===== src/rtl/array_mult_arbiter_if.sv =====
// -----------------------------------------------------------------------------
// array_mult_arbiter_if
//   Bundle between the requesters, the round-robin arbiter and the shared
//   array_mult instance.
//   slave  : arbiter view (takes requests and mult_result; drives grants,
//            result-valid pulses, the broadcast result and the multiplier operands)
//   master : requester/environment view (the mirror image)
//   req/lock        per-requester request and grant-lock bits
//   dataa/datab     per-requester operands, requester i at [i*LANES*W +: LANES*W]
//   gnt/rvalid      one-hot grant and one-hot result-valid pulse
//   result          mult_result broadcast to all requesters
//   mult_dataa/b    operands steered to array_mult
//   mult_result     product returned by array_mult
// -----------------------------------------------------------------------------
interface array_mult_arbiter_if #(
   parameter int NREQ  = 2,
   parameter int LANES = 6,
   parameter int W     = 27
);
   logic [NREQ-1:0]         req;
   logic [NREQ-1:0]         lock;
   logic [NREQ*LANES*W-1:0] dataa;
   logic [NREQ*LANES*W-1:0] datab;
   logic [NREQ-1:0]         gnt;
   logic [NREQ-1:0]         rvalid;
   logic [LANES*W-1:0]      result;
   logic [LANES*W-1:0]      mult_dataa;
   logic [LANES*W-1:0]      mult_datab;
   logic [LANES*W-1:0]      mult_result;

   modport slave (
      input  req, lock, dataa, datab, mult_result,
      output gnt, rvalid, result, mult_dataa, mult_datab
   );

   modport master (
      output req, lock, dataa, datab, mult_result,
      input  gnt, rvalid, result, mult_dataa, mult_datab
   );
endinterface


===== src/rtl/array_mult_arbiter.sv =====
// -----------------------------------------------------------------------------
// array_mult_arbiter
//   Round-robin arbiter time-sharing one pipelined array_mult between NREQ
//   requesters. Each issue is tagged with the requester index; the tag rides a
//   LAT-deep shift register that advances with en exactly like array_mult, so the
//   product leaving the multiplier is steered back to the requester that issued
//   it, in issue order.
// Ports
//   clk   posedge clock
//   rst   synchronous active-high reset (array_mult shares it)
//   en    global advance enable; en=0 freezes pointer and tag pipeline
//   bus   array_mult_arbiter_if.slave (requests, grants, operands, results)
// -----------------------------------------------------------------------------
module array_mult_arbiter #(
   parameter int NREQ  = 2,
   parameter int LANES = 6,
   parameter int W     = 27,
   parameter int LAT   = 4
) (
   input  logic                 clk,
   input  logic                 rst,
   input  logic                 en,
   array_mult_arbiter_if.slave  bus
);

   localparam int IDW   = (NREQ > 1) ? $clog2(NREQ) : 1;
   localparam int CW    = IDW + 1;
   localparam int SLICE = LANES * W;

   typedef struct packed {
      logic           valid;
      logic [IDW-1:0] id;
   } tag_t;

   logic [IDW-1:0]  ptr_q, ptr_d;
   tag_t            tag_q [LAT];
   tag_t            tag_d [LAT];
   logic            rst_dly_q, rst_dly_d;

   logic            blocked;
   logic            gnt_any;
   logic [IDW-1:0]  gnt_idx;
   logic [CW-1:0]   cand;
   logic [NREQ-1:0] gnt;
   logic [NREQ-1:0] rvalid;
   logic [SLICE-1:0] mux_a, mux_b;

   // Grants stay off in the reset cycle and the one after it, so nothing issues
   // while array_mult is still coming out of reset.
   assign blocked = rst | rst_dly_q;

   // Round-robin pick: first requester at or after ptr, wrapping modulo NREQ.
   // NOTE: every variable written here gets a default first; a missing default
   // on any path would infer a latch.
   always_comb begin
      gnt_any = 1'b0;
      gnt_idx = '0;
      cand    = '0;
      if (en && !blocked) begin
         for (int off = 0; off < NREQ; off++) begin
            cand = {1'b0, ptr_q} + CW'(off);
            if (cand >= CW'(NREQ)) cand = cand - CW'(NREQ);
            if (!gnt_any && bus.req[cand[IDW-1:0]]) begin
               gnt_any = 1'b1;
               gnt_idx = cand[IDW-1:0];
            end
         end
      end
   end

   // One-hot grant and operand steering; idle slots push zeros into the multiplier.
   always_comb begin
      gnt   = '0;
      mux_a = '0;
      mux_b = '0;
      if (gnt_any) begin
         gnt[gnt_idx] = 1'b1;
         mux_a        = bus.dataa[gnt_idx*SLICE +: SLICE];
         mux_b        = bus.datab[gnt_idx*SLICE +: SLICE];
      end
   end

   // Pointer and tag pipeline advance only on en cycles; gnt_any already implies en.
   always_comb begin
      ptr_d     = ptr_q;
      tag_d     = tag_q;
      rst_dly_d = rst;
      if (gnt_any) begin
         if (bus.lock[gnt_idx])
            ptr_d = gnt_idx;
         else if (gnt_idx == IDW'(NREQ - 1))
            ptr_d = '0;
         else
            ptr_d = gnt_idx + 1'b1;
      end
      if (en) begin
         tag_d[0].valid = gnt_any;
         tag_d[0].id    = gnt_idx;
         for (int s = 1; s < LAT; s++) tag_d[s] = tag_q[s-1];
      end
   end

   // Retire: the oldest tag names the requester that owns the product now on mult_result.
   always_comb begin
      rvalid = '0;
      if (en && !rst && tag_q[LAT-1].valid) rvalid[tag_q[LAT-1].id] = 1'b1;
   end

   // NOTE: sequential state uses non-blocking assignments so every flop samples
   // the pre-edge value of its neighbours.
   // NOTE: the tag stages are a handful of flops rather than a memory and must be
   // cleared, otherwise stale tags from before reset would retire afterwards.
   always_ff @(posedge clk) begin
      rst_dly_q <= rst_dly_d;
      if (rst) begin
         ptr_q <= '0;
         for (int s = 0; s < LAT; s++) tag_q[s] <= '0;
      end else begin
         ptr_q <= ptr_d;
         tag_q <= tag_d;
      end
   end

   assign bus.gnt        = gnt;
   assign bus.rvalid     = rvalid;
   assign bus.result     = bus.mult_result;
   assign bus.mult_dataa = mux_a;
   assign bus.mult_datab = mux_b;

endmodule


===== src/flat_wrapper.sv =====
// flat-port wrapper written by rule: the top's interface ports become plain ports
module array_mult_arbiter_flat 
#(
   parameter int NREQ  = 2,
   parameter int LANES = 6,
   parameter int W     = 27,
   parameter int LAT   = 4
)
  (clk, rst, en, bus_req, bus_lock, bus_dataa, bus_datab, bus_mult_result, bus_gnt, bus_rvalid, bus_result, bus_mult_dataa, bus_mult_datab);
  array_mult_arbiter_if #(.NREQ(NREQ), .LANES(LANES), .W(W)) bus_i ();
  input  logic clk;
  input  logic rst;
  input  logic en;
  input wire logic [$bits(bus_i.req)-1:0] bus_req;
  input wire logic [$bits(bus_i.lock)-1:0] bus_lock;
  input wire logic [$bits(bus_i.dataa)-1:0] bus_dataa;
  input wire logic [$bits(bus_i.datab)-1:0] bus_datab;
  input wire logic [$bits(bus_i.mult_result)-1:0] bus_mult_result;
  output wire logic [$bits(bus_i.gnt)-1:0] bus_gnt;
  output wire logic [$bits(bus_i.rvalid)-1:0] bus_rvalid;
  output wire logic [$bits(bus_i.result)-1:0] bus_result;
  output wire logic [$bits(bus_i.mult_dataa)-1:0] bus_mult_dataa;
  output wire logic [$bits(bus_i.mult_datab)-1:0] bus_mult_datab;
  assign bus_i.req = bus_req;
  assign bus_i.lock = bus_lock;
  assign bus_i.dataa = bus_dataa;
  assign bus_i.datab = bus_datab;
  assign bus_i.mult_result = bus_mult_result;
  assign bus_gnt = bus_i.gnt;
  assign bus_rvalid = bus_i.rvalid;
  assign bus_result = bus_i.result;
  assign bus_mult_dataa = bus_i.mult_dataa;
  assign bus_mult_datab = bus_i.mult_datab;
  array_mult_arbiter #(.NREQ(NREQ), .LANES(LANES), .W(W), .LAT(LAT)) u_core (.clk(clk), .rst(rst), .en(en), .bus(bus_i));
endmodule

===== config.mk =====
export PLATFORM = sky130hd
export DESIGN_NAME = array_mult_arbiter_flat
export DESIGN_NICKNAME = d
export VERILOG_FILES = /design/src/rtl/array_mult_arbiter_if.sv /design/src/rtl/array_mult_arbiter.sv /design/src/flat_wrapper.sv
export SDC_FILE = /design/constraint.sdc
export NUM_CORES = 1
export LEC_CHECK = 0
export ABC_AREA = 1
export CORE_AREA = 3 3 509 511
export CTS_CLUSTER_SIZE = 16
export DETAILED_ROUTE_END_ITERATION = 8
export DIE_AREA = 0 0 512 514
export SLEW_MARGIN = 20
export SYNTH_ARGS = -nofsm -noshare
export SYNTH_HDL_FRONTEND = slang
export SYNTH_SLANG_ARGS = --single-unit

===== constraint.sdc =====
create_clock -name clk -period 2.8 [get_ports clk]
set_input_delay 0.84 -clock clk [delete_from_list [all_inputs] [get_ports clk]]
set_output_delay 0.84 -clock clk [all_outputs]
set_load 0.05 [all_outputs]

# [Word-level counts from Yosys, hierarchy flattened]
# Index checks and enable logic that the tools add are counted.
# Widths: inputs -> output; s select.
[totals] mem_bits_ro=0 output_inout_bits=490 ramBits=0 latchBits=0 in_bits=817 register_bits=10 mem_count=0 elab_cells=62
[op_classes] mux=27 bitwise_logic=1 multipliers=1 n_reduce_logical=9 order_cmp=8 eq_ne=0 shift=2 n_div=0 add_sub_neg=4
[ops] op="$shiftx 324x10->162" count=2
[ops] op="$mux 162" count=2
[ops] op="$mux 1" count=21
[ops] op="$lt 1x2->1 const B" count=4
[ops] op="$mul 1x7->8 const B" count=1
[ops] op="$logic_and 1x1->1" count=6
[ops] op="$mux 2" count=2
[ops] op="$logic_not 1->1" count=3
[ops] op="$add 1x1->2 const B" count=1
[ops] op="$demux 1 s1" count=2
[ops] op="$ge 1x1->1 const B" count=2
[ops] op="$ge 1x2->1 const B" count=1
[ops] op="$ge 2x2->1 const B" count=1
[ops] op="$sub 1x1->1 const B" count=2
[ops] op="$add 1x1->1 const B" count=1
[ops] op="$or 1x1->1" count=1

# [Depth between registers and ports, before layout]
# Gate-level depths: netlist of the first run.
[logic_depth] ltp_word=17 ltp_mapped=9

# [Worst setup path after synthesis of the first run]
# Ideal clock, no wire load.
[synth_path] path_type="input -> output" start="input port en" end="output port bus_mult_datab[152]" setup_slack_ns=-0.142 arrival_ns=2.102 n_path_buf=2 path_stages=8 path_cell_list="buf_4 > nand2_2 > nor2_4 > nand3_2 > inv_4 > buf_2 > nand2_1 > nand2_1"
[synth_via] elab_chain_cells=5
[synth_rtl] element="start, declared" line="flat_wrapper.sv:13" text="input logic en;"
[synth_rtl] element="$logic_and 1x1->1 *" line="array_mult_arbiter.sv:59" text="if (en && !blocked) begin"
[synth_rtl] element="$mux 1" line="array_mult_arbiter.sv:59"
[synth_rtl] element="$mul 1x7->8" line="array_mult_arbiter.sv:79" text="mux_b = bus.datab[gnt_idx*SLICE +: SLICE];"
[synth_rtl] element="$shiftx 324x10->162" line="array_mult_arbiter.sv:79"
[synth_rtl] element="$mux 162 *" line="array_mult_arbiter.sv:76" text="if (gnt_any) begin"
[synth_rtl] element="end, declared" line="flat_wrapper.sv:23" text="output wire logic [$bits(bus_i.mult_datab)-1:0] bus_mult_datab;"
# Mark *: on every way between the ends. The rest lies on a longest branch, timed or not.

# [Worst setup path after layout of the first run]
[layout_path] start="input port rst" end="output port bus_mult_datab[19]"
[layout_via] elab_chain_cells=7
[layout_rtl] element="start, declared" line="flat_wrapper.sv:12" text="input logic rst;"
[layout_rtl] element="$or 1x1->1 *" line="array_mult_arbiter.sv:50" text="assign blocked = rst | rst_dly_q;"
[layout_rtl] element="$logic_not 1->1 *" line="array_mult_arbiter.sv:59"
[layout_rtl] element="$logic_and 1x1->1 *" line="array_mult_arbiter.sv:59"
[layout_rtl] element="$mux 1" line="array_mult_arbiter.sv:59"
[layout_rtl] element="$mul 1x7->8" line="array_mult_arbiter.sv:79"
[layout_rtl] element="$shiftx 324x10->162" line="array_mult_arbiter.sv:79"
[layout_rtl] element="$mux 162 *" line="array_mult_arbiter.sv:76"
# Marked as above.

==> results of run 1 <==
[layer usage]
metal	part of all wire, %	wire (µm)
met1	35	63000
met5	0.038	69
met2	43	79100
met4	2.2	4010
met3	20	36500
[synth_stat cells, types with 2 or more instances]
cell type | count | area (µm²)
a21oi_1 | 4 | 20.0
buf_2 | 18 | 90.1
buf_4 | 210 | 1580
buf_6 | 3 | 33.8
clkbuf_4 | 2 | 15.0
dfxtp_1 | 10 | 200
inv_1 | 6 | 22.5
inv_2 | 2 | 7.51
nand2_1 | 977 | 3670
nand3_1 | 4 | 20.0
nor2_1 | 15 | 56.3
o21ai_0 | 7 | 35.0
[how the worst max path moves through the flow]
stage | from | to | cells after the start
global placement | bus_req[1] | bus_mult_dataa[67] | 10
finish | rst | bus_mult_datab[19] | 13
floorplan | en | bus_mult_datab[152] | 8
detailed placement | en | bus_mult_dataa[85] | 10
CTS | rst | bus_mult_datab[93] | 12
global route | rst | bus_mult_datab[114] | 13
[stage by stage]
stage / setup TNS (ps) / worst slack (ps) / total power (W) / instances
floorplan: -396 / -44.0 / 0.00154 / 1263
global placement: -369360 / -1600 / 0.00315 / 5468
CTS: -131390 / -492 / 0.00354 / 5497
finish: -96710 / -406 / 0.00355 / 5528
detailed placement: -324410 / -1530 / 0.00313 / 5468
global route: -119950 / -454 / 0.00371 / 5523
[power groups by stage]
stage / logic [W] / registers [W] / clock network [W]
4_1_cts: 0.00313 / 0.000154 / 0.000254
3_5_place_dp: 0.00297 / 0.000156 / 0
2_1_floorplan: 0.00138 / 0.000156 / 0
5_1_grt: 0.00330 / 0.000155 / 0.000261
6_report: 0.00315 / 0.000154 / 0.000249
3_3_place_gp: 0.00299 / 0.000156 / 0
[sequential cells by signal, indices dropped and copies added (netlist names)]
| name | flops |
|---|---|
| u_core.rst_dly_q | 1 |
| u_core.ptr_q | 1 |
| u_core.tag_q | 8 |
[worst max-delay path, delay by kind of cell]
family / cells / cell delay (ps)
AND/OR/NAND/NOR: 5 / 410
buffers and inverters: 8 / 1030
[cell families (layout without fill, tap and decap cells)]
group,Yosys count,after routing,synth area share (%)
compound gates,11,11,0.952
buf+inv,243,1128,30.4
flops,10,10,3.46
other cells,0,14,0
simple gates,999,999,65.2
[layout make-up]
type	instances	share of cell area (%)
Inverter	10	0.368
Multi-Input combinational cell	1010	22.9
Antenna cell	14	0.136
Tap cell	3366	16.3
Clock buffer	3	0.290
Sequential cell	10	0.774
Timing Repair inverter	2	0.106
Timing Repair Buffer	1113	59.1
[what timing repair did]
| item | 4_1_cts | 5_1_grt |
|---|---|---|
| gates cloned | 12 | 10 |
| resized for setup | 278 | 198 |
| pin swaps | 45 | 80 |
| setup buffers | 17 | 9 |
| setup endpoints to repair | 328 | 328 |
[cells in the final DEF (no fill, tap or decap), types with 2 or more instances in the layout]
master	synthesis	layout
diode_2	0	14
clkinv_16	0	2
dlygate4sd2_1	0	2
nand2_8	0	18
buf_4	210	38
buf_8	0	11
clkbuf_16	0	11
clkdlybuf4s50_1	0	648
a21oi_1	4	3
buf_16	0	20
nand2_4	0	141
dfxtp_1	10	10
buf_6	3	16
nand3_1	4	4
inv_1	6	4
nand2_2	1	290
inv_2	2	2
nand2_1	977	529
nor2_1	15	15
buf_12	0	368
o21ai_0	7	6
==> flow_summary.yaml, run 1 <==
synthesis:
  synth_nets: 2080
  synth_edf_count: 0
  synth_area_um2: 5780
  async_flop_share_pct: 0
  synth.distinct_cells: 17
  ys_ff_latch: 10
  avgSynthCellArea_um2: 4.58
  ys_seq_area_share_pct: 3.46
  synthFlopType: "dfxtp_1"
  netlist_instances: 1263
  yosys_warnings: 0
cells_and_area:
  finish.instance_area_um2: 25800
  multi_input_area_um2: 5920
  final_core_util_pct: 10.2
  seq_area_um2: 200
  syn_to_final_growth_pct: 347
  nNetsFinal: 2967
  drive_above_1_share_pct: 43.1
  fill_cells: 29323
global_route:
  grt_pass1_vias: 12550
  gr-total-overflow: 0
  grt.total_usage_pct: 13.0
  grt_max_degree: 34
  top_usage_layer: "met2"
  grt_pass1_wl_mm: 206
  antenna_found_initial: 68
  met2_usage_pct: 20.3
  met1_usage_pct: 13.0
  use_met3_pct: 11.4
die:
  coreArea_um2: 254000
  die_width_um: 512
  dieArea_um2: 263000
  io_pins: 1307
  start_util_pct: 2.27
  die_y_um: 514
  num_rows: 185
status:
  failed_checks: "negative setup slack"
  status: "finished with violations"
worst_setup_path:
  cp_max_fo: 8
  path_class: "in -> out"
  reg2reg_to: "u_core.tag_q[6]"
  rrSetupSlack_ps: 1690
  reg2reg_depth: 5
  crit_required_ps: 1960
  critPathLaunchType: "primary input"
  cp_slowest_cell: "buf_16"
  worstSetupEndpointType: "primary output"
  cp.arrival_ps: 2370
  rr_startpoint: "u_core.ptr_q"
  crit_top_cell: "buf_16"
  crit_path_max_incr_delay_ps: 190
  crit_chain: "buf_8 > inv_6 > nand2_4 > nor2_4 > buf_6 > nand2_8 > clkinv_16 > buf_16 > buf_16 > clkbuf_16 > nand2_1 > nand2_2 > buf_12"
sta:
  fin_crit_ps: 3210
  max_slew.worst_pin.slew_ps: 952
  relSlewSlack_pct: 36.3
  rsz0062_at_grt: "yes"
  fmax_ghz: 0.312
  period_share_pct: 114
  finalMaxSlewViolations: 0
  fin_ws_ps: -406
  whs_ps: 469
  setup_viol: 325
  hold_viol_final: 0
  clock_skew_ps: 0.612
pwr:
  p_leak_nw: 9.81
  p_seq_share_pct: 4.3
  p_per_area_nw_per_um2: 137
  p_sw_w: 0.00164
  pwr-share-clk_pct: 7.0
  ir_drop_v: 0.000165
  p_sw_share_pct: 46.0
  pwr-share-comb_pct: 88.7
  p_int_w: 0.00192
clock_tree:
  cts_tree: "yes"
  root_buffer: "clkbuf_16"
  cts.sinks: 10
  cts_buffers: 3
  clk_pin_slew_ps: 40
  cts.path.max_buffers: 2
  cts_hold_buf: 0
  h-tree-depth: 1
  clock_latency_ps: 240
placement:
  dpl_cell_area_um2: 23200
  io_buffers: 982
  place_congestion: 0.927
  dp_hpwl_mm: 169
min_path:
  hold_end: "u_core.tag_q[6]"
  hp-class: "reg -> reg"
  min_from: "u_core.tag_q[6]"
  min_path_cells: 2
routing:
  drtIter0Drc: 725
  viasPerCell: 2.22
  antenna_left: 0
  drt-total-wl_mm: 183
  num_vias: 12261
  dr.pass1.iters: 5
  wl_per_cell_um: 33.0
  drc_errors: 0
run:
  cap_violations: 0
No activity file was read; power rests on OpenSTA's default activity.
==> inputs of run 2 (changes only) <==
--- a/config.mk
+++ b/config.mk
@@ -6,6 +6,7 @@
 export NUM_CORES = 1
 export LEC_CHECK = 0
 export ABC_AREA = 1
+export ABC_CLOCK_PERIOD_IN_PS = 2800
 export CORE_AREA = 3 3 509 511
 export CTS_CLUSTER_SIZE = 16
 export DETAILED_ROUTE_END_ITERATION = 8
==> results of run 2 <==
The final DEF is identical to that of run 1; final timing and power are the same.
